<file path="src/rtl/ysyx_22050612_pkg.sv">
// Shared types and constants for the ysyx_22050612 instruction fetch slice.
package ysyx_22050612_pkg;

    typedef enum logic [1:0] {
        S_REQ   = 2'd0,
        S_OUT   = 2'd1,
        S_WAIT  = 2'd2,
        S_FAULT = 2'd3
    } ifu_state_e;

    localparam logic [31:0] INST_NOP         = 32'h0000_0013;
    localparam logic [63:0] DEFAULT_RESET_PC = 64'h8000_0000;

endpackage

</file>
<file path="src/rtl/ysyx_22050612_ifu_counter.sv">
// Free-running instruction handoff counter; wraps modulo 2^WIDTH.
module ysyx_22050612_ifu_counter #(
    parameter int unsigned WIDTH = 64
) (
    input  logic             clk,
    input  logic             rst_n,
    input  logic             en,
    output logic [WIDTH-1:0] count
);

    always_ff @(posedge clk) begin
        if (!rst_n) begin
            count <= '0;
        end else if (en) begin
            count <= count + WIDTH'(1);
        end
    end

endmodule

</file>
<file path="src/rtl/ysyx_22050612_ifu.sv">
// Single-outstanding instruction fetch unit: REQ -> OUT -> WAIT loop driven by commit.
// Optional misaligned-dnpc trap compiled in with IFU_ALIGN_CHECK_EN.
module ysyx_22050612_ifu
    import ysyx_22050612_pkg::*;
#(
    parameter int unsigned     XLEN     = 64,
    parameter logic [XLEN-1:0] RESET_PC = XLEN'(DEFAULT_RESET_PC)
) (
    input  logic            clk,
    input  logic            rst_n,
    output logic            imem_req,
    output logic [XLEN-1:0] imem_addr,
    input  logic            imem_ack,
    input  logic [31:0]     imem_rdata,
    output logic            inst_valid,
    input  logic            inst_ready,
    output logic [31:0]     inst,
    output logic [XLEN-1:0] inst_pc,
    input  logic            commit_valid,
    input  logic [XLEN-1:0] commit_dnpc,
    output logic            fetch_fault,
    output logic [63:0]     fetch_count
);

    ifu_state_e      state;
    logic [XLEN-1:0] pc;
    logic [XLEN-1:0] inst_pc_q;
    logic [31:0]     inst_q;
    logic            req_q;
    logic            valid_q;
`ifdef IFU_ALIGN_CHECK_EN
    logic            fault_q;
`endif

    // req_q/valid_q mirror the state so the port outputs come straight from flops.
    always_ff @(posedge clk) begin
        if (!rst_n) begin
            state     <= S_REQ;
            pc        <= RESET_PC;
            inst_q    <= INST_NOP;
            inst_pc_q <= RESET_PC;
            req_q     <= 1'b1;
            valid_q   <= 1'b0;
`ifdef IFU_ALIGN_CHECK_EN
            fault_q   <= 1'b0;
`endif
        end else begin
            case (state)
                S_REQ: begin
                    if (imem_ack) begin
                        inst_q    <= imem_rdata;
                        inst_pc_q <= pc;
                        req_q     <= 1'b0;
                        valid_q   <= 1'b1;
                        state     <= S_OUT;
                    end
                end
                S_OUT: begin
                    if (inst_ready) begin
                        valid_q <= 1'b0;
                        state   <= S_WAIT;
                    end
                end
                S_WAIT: begin
                    if (commit_valid) begin
`ifdef IFU_ALIGN_CHECK_EN
                        if (commit_dnpc[1:0] != 2'b00) begin
                            fault_q <= 1'b1;
                            state   <= S_FAULT;
                        end else
`endif
                        begin
                            pc    <= commit_dnpc;
                            req_q <= 1'b1;
                            state <= S_REQ;
                        end
                    end
                end
                default: begin
                    state <= S_FAULT;
                end
            endcase
        end
    end

    assign imem_req   = req_q;
    assign imem_addr  = pc;
    assign inst_valid = valid_q;
    assign inst       = inst_q;
    assign inst_pc    = inst_pc_q;

`ifdef IFU_ALIGN_CHECK_EN
    assign fetch_fault = fault_q;
`else
    assign fetch_fault = 1'b0;
`endif

    ysyx_22050612_ifu_counter #(
        .WIDTH (64)
    ) u_counter (
        .clk   (clk),
        .rst_n (rst_n),
        .en    (valid_q & inst_ready),
        .count (fetch_count)
    );

endmodule
</file>
<file path="config.mk">
export PLATFORM = sky130hd
export DESIGN_NAME = ysyx_22050612_ifu
export DESIGN_NICKNAME = d
export VERILOG_FILES = /design/src/rtl/ysyx_22050612_pkg.sv /design/src/rtl/ysyx_22050612_ifu_counter.sv /design/src/rtl/ysyx_22050612_ifu.sv
export SDC_FILE = /design/constraint.sdc
export NUM_CORES = 1
export LEC_CHECK = 0
export BUFFER_PORTS_ARGS = -buffer_cell sky130_fd_sc_hd__buf_2
export CORE_UTILIZATION = 50
export DETAILED_ROUTE_END_ITERATION = 6
export PLACE_DENSITY = 0.78
export SYNTH_ARGS = -nofsm -noshare
export SYNTH_HDL_FRONTEND = slang
export SYNTH_SLANG_ARGS = --single-unit
export TNS_END_PERCENT = 1
</file>
<file path="constraint.sdc">
create_clock -name clk -period 6.8 [get_ports clk]
set_input_delay 1.36 -clock clk [delete_from_list [all_inputs] [get_ports clk]]
set_output_delay 1.36 -clock clk [all_outputs]
set_load 0.01 [all_outputs]
</file>
== Word-level counts from Yosys, hierarchy flattened ==
Cells that the tools add are included.

* $add $sub $neg: 1
* Equal/unequal tests: 5
* Muxes and demuxes: 10
* Bitwise operators: 1
* Reduce and logical (&&, ||, !) cells: 8

{| class="wikitable"
|+ Operators by type and width
! kind !! count
|-
| $add A64 B1 Y64 const B || 1
|-
| $reduce_and A3 Y1 || 3
|-
| $mux W2 || 3
|-
| $ne A2 B2 Y1 const B || 3
|-
| $pmux W2 S3 || 1
|-
| $mux W1 || 4
|-
| $pmux W1 S2 || 2
|-
| $reduce_and A2 Y1 || 2
|-
| $reduce_bool A2 Y1 || 2
|-
| $eq A2 B1 Y1 const B || 1
|-
| $eq A2 B2 Y1 const B || 1
|-
| $logic_not A2 Y1 || 1
|-
| $and A1 B1 Y1 || 1
|}

* Flip-flop bits (word level): 228
* Input port bits: 101
* Output and inout port bits: 227
* Word-level logic and storage cells: 32

== Longest topological paths before layout ==
* Depth in word-level cells: 3
* Mapped depth: 8
* Gate-level depth less buffers: 6

== Cells and area by module ==
Synthesis repeated with hierarchy kept, for this count alone.

* Cells, all modules: 1085
* Area, all modules: 9078.7 um^2

{| class="wikitable"
|+ Modules (own cells, without submodules)
! module !! instances !! cells an instance !! area each (um^2) !! seq. area each (um^2)
|-
| ysyx_22050612_ifu || 1 || 728 || 5949.5 || 3283.1
|-
| ysyx_22050612_ifu_counter || 1 || 357 || 3129.3 || 1281.2
|}

== Worst setup path before layout ==
No wires, ideal clock.

* Kind: input-to-reg
* From: in inst_ready
* To: reg u_counter.count[52]
* Library setup time: 0.070 ns
* Data arrival time: 3.180 ns
* Setup slack: 3.550 ns
* Cell stages on the path: 6
* Buffers on the path: 1
* Path through: nand2_1 > or3_1 > or4_1 > clkbuf_1 > or3_1 > a21oi_1

* Word-level cells in the longest chain between the ends: 1

{| class="wikitable"
|+ Ends and longest elaborated chain
! item !! line !! RTL
|-
| from (decl) || ysyx_22050612_ifu.sv:16 || <nowiki>input logic inst_ready,</nowiki>
|-
| $and A1 B1 Y1 || ysyx_22050612_ifu.sv:103 || <nowiki>.en (valid_q & inst_ready),</nowiki>
|-
| to (signal assigned) || ysyx_22050612_ifu_counter.sv:15 || <nowiki>count <= count + WIDTH'(1);</nowiki>
|-
| to (decl) || ysyx_22050612_ifu_counter.sv:8 || <nowiki>output logic [WIDTH-1:0] count</nowiki>
|}

Every way passes these cells.
A chain may end at the register's enable or synchronous reset.

== Worst setup path in the final report ==
* From: in inst_ready
* To: reg u_counter.count[55]

Same word-level chain as after synthesis.

==> results_dict.tcl <==
set metrics [dict create \
    synth_sequential_area_ratio_pct 52.6 \
    cts_hold_repair.buffers 0 \
    syn_area_per_cell_sq_um 7.92 \
    number_of_global_route_vias_before_repair 7633 \
    ir_worst_vdd_mv 0.199 \
    power.switching_mw 1.00 \
    synth_enable_flop_cells 0 \
    detailed_place_hpwl_mm 17.3 \
    power.internal_mw 2.51 \
    grt_remaining_overflow 0 \
    grt_total_usage_pct 26.7 \
    drt_drc_violations_left 0 \
    clock_insertion_delay_worst_skew_ns 0.50 \
    min_period_over_period_pct 55.5 \
    drt-wirelength-per-cell_microns 15.5 \
    layout-drive-gt1-share_pct 27.3 \
    final.setup_skew_ns 0.00893 \
    crit_required_ns 7.21 \
    synth_top_area_cell "sky130_fd_sc_hd__dfxtp_1" \
    classification_of_the_worst_setup_path "in2reg" \
    starting_density_of_the_core_pct 51.8 \
    postCtsSetupBuffers 0 \
    hold_viol 0 \
    power_per_cell_area_nw_per_um2 312 \
    p_seq_share_pct 43.1 \
    synth_common_cells "sky130_fd_sc_hd__nand2_1, sky130_fd_sc_hd__dfxtp_1, sky130_fd_sc_hd__a21oi_1, sky130_fd_sc_hd__clkbuf_1, sky130_fd_sc_hd__nor2_1" \
    setup_total_negative_slack_ns 0 \
    clkSinkCount 228 \
    min-delay-path-class "reg2reg" \
    async_reset_ff_share_pct 0 \
    portBuffers 326 \
    synth_flop_cell "sky130_fd_sc_hd__dfxtp_1" \
    run_status "completed" \
    drt_iter0_markers 518 \
    synthToLayoutAreaGrowth_pct 29.7 \
    clockBufferDepth 3 \
    cts_repair_resize_count 0 \
    postSynthNetCount 1202 \
    synth.most_common_cell "sky130_fd_sc_hd__nand2_1" \
    pin_count 328 \
    place_congestion 0.891 \
    placed_instances 1578 \
    power.share.switching_pct 28.5 \
    finalSetupViolations 0 \
    worstMarginPinSlew_ns 1.10 \
    syn-cell-area_sq_um 8680 \
    global_route_wire_length_before_repair_mm 38.9 \
    antenna_violating_nets_post_route 0 \
    p_clk_share_pct 39.5 \
    end_kind "register" \
    cp_data_arrival_time_ns 4.18 \
    die_width_microns 134 \
    drt_wl_total_mm 25.1 \
    ys_ff_latch 228 \
    grt_start_max_net_pins 151 \
    yosys-top-cells-area "sky130_fd_sc_hd__dfxtp_1, sky130_fd_sc_hd__nand2_1, sky130_fd_sc_hd__a21oi_1, sky130_fd_sc_hd__clkbuf_1, sky130_fd_sc_hd__nor2_1" \
    worstSetupStartpointType "primary input" \
    critical_path.max_fanout 17 \
    clkSlewWorstSetupHoldPaths_ns 0.06 \
    tritoncts "done" \
    yosys_warnings 0 \
    syn_inst 1096 \
    die_area_sq_um 17900 \
    filler_cell_count 1430 \
    timing.final.max_slew_violations 0 \
    finalWorstPathRequiredPeriod_ns 3.77 \
    htree_num_levels 1 \
    cts_root_buf "sky130_fd_sc_hd__clkbuf_16" \
    viasPerCell 5.24 \
    design.final.nets 1490 \
    layout.cells.non_filler 1624 \
    timing.max_slew.rel_slack_pct 26.6 \
    power.share.combinational_pct 17.4 \
    drv.max_cap_violation_count 0 \
    dr.pass1.iters 5 \
    clock.fmax_mhz 265 \
    cts_inserted_buffers 24 \
    rsz_0062_raised_after_global_routing "no" \
    ys_types 40 \
    die-height_microns 134 \
    core-area_sq_um 16800 \
    yosys.area.top_type_share_pct 52.6 \
    via_count 8517 \
    antenna_violations_before_repair 4 \
    floorplan.rows 47 \
    leakagePower_nw 4.78 \
]
-- cell usage in the layout, fill, tap and decap left out, types with 3 or more instances in the layout --
cell type                   synthesis  routed
sky130_fd_sc_hd__diode_2            0       3
sky130_fd_sc_hd__o31ai_1            8       8
sky130_fd_sc_hd__nand2_1          352     350
sky130_fd_sc_hd__xnor2_1           14      14
sky130_fd_sc_hd__o21ai_0           17      17
sky130_fd_sc_hd__and3_1            10      10
sky130_fd_sc_hd__ha_1               5       5
sky130_fd_sc_hd__dfxtp_1          228     228
sky130_fd_sc_hd__nand2b_1           3       3
sky130_fd_sc_hd__or4_1             12      12
sky130_fd_sc_hd__clkbuf_8           0       9
sky130_fd_sc_hd__a21oi_1          184     184
sky130_fd_sc_hd__nor2_1            49      49
sky130_fd_sc_hd__bufinv_16          0       3
sky130_fd_sc_hd__nor4_1             7       7
sky130_fd_sc_hd__clkbuf_16          0      25
sky130_fd_sc_hd__buf_2              2     326
sky130_fd_sc_hd__inv_1             10       9
sky130_fd_sc_hd__nor3_1             8       8
sky130_fd_sc_hd__or3_1             19      19
sky130_fd_sc_hd__nand3_1           34      34
sky130_fd_sc_hd__clkinv_2           0       3
sky130_fd_sc_hd__nand4_1           22      22
sky130_fd_sc_hd__xor2_1            20      20
sky130_fd_sc_hd__buf_4              1       5
-- worst max-delay path, cell delays in order --
cell and delay (ns):
sky130_fd_sc_hd__buf_2 0.14, sky130_fd_sc_hd__nand2_1 0.24, sky130_fd_sc_hd__nor3_1 0.83, sky130_fd_sc_hd__buf_4 0.29
sky130_fd_sc_hd__nand4_1 0.48, sky130_fd_sc_hd__or4_1 0.67, sky130_fd_sc_hd__a21oi_1 0.16
-- stage by stage --
stage          util, %  instance area (sq um)  worst slack, ns  hold WS (ns)  power (mW)
4_1_cts           67.1                  11300             3.05         0.452        3.54
6_report          67.2                  11300             3.03         0.450        3.52
2_1_floorplan        -                   8680             3.55         0.481        1.92
5_1_grt           67.2                  11300             2.80         0.467        3.67
3_5_place_dp      61.9                  10400             2.57         0.443        2.16
3_3_place_gp      61.9                  10400             2.63         0.438        2.15
-- path summary, 6_finish.rpt --
| kind | cells past startpoint | start | slack, ns | endpoint |
|---|---|---|---|---|
| min reg2reg | 2 | inst_pc[62]$_SDFFE_PN0P_ | 0.45 | inst_pc[62]$_SDFFE_PN0P_ |
| max | 7 | inst_ready | 3.03 | u_counter.count[55]$_SDFFE_PN0P_ |
| max reg2reg | 6 | inst_valid$_SDFFE_PN0P_ | 3.53 | u_counter.count[55]$_SDFFE_PN0P_ |
| min | 2 | inst_pc[62]$_SDFFE_PN0P_ | 0.45 | inst_pc[62]$_SDFFE_PN0P_ |
-- logic make-up after synthesis --
| group | share of synthesized area (%) |
|---|---|
| fa+ha+maj | 0.720 |
| buf+inv | 3.49 |
| simple gates | 26.4 |
| other cells | 0.0432 |
| mux | 0.115 |
| compound gates | 13.2 |
| flops | 52.6 |
| xor+xnor | 3.43 |
-- power by group through the flow --
stage / clock, mW / sequential [mW] / combinational (mW)
floorplan: 0 / 1.59 / 0.334
global placement: 0 / 1.54 / 0.607
detailed placement: 0 / 1.54 / 0.616
CTS: 1.41 / 1.52 / 0.617
global route: 1.47 / 1.53 / 0.677
finish: 1.39 / 1.52 / 0.612
-- sequential cells by signal, summed over array words and instances (netlist names) --
register,count
imem_addr,64
imem_req,1
inst,32
inst_pc,64
inst_valid,1
state,2
u_counter.count,64
-- layer usage --
metal	track usage [%]	part of all wire, %
met5	0	0.040
met4	10.7	3.5
met3	5.59	7.1
met2	45.8	49
met1	32.7	41
-- layout make-up --
| type | count | area [sq um] | share of cell area [%] |
|---|---|---|---|
| antenna | 3 | 7.51 | 0.0667 |
| clock inverter | 7 | 113 | 1.00 |
| inverter | 10 | 42.5 | 0.378 |
| sequential | 228 | 4560 | 40.5 |
| multi-input combinational | 789 | 3830 | 34.0 |
| clock buffer | 36 | 757 | 6.72 |
| tap | 220 | 275 | 2.44 |
| timing repair buffer | 331 | 1670 | 14.8 |
(Power assumes the default switching activity.)
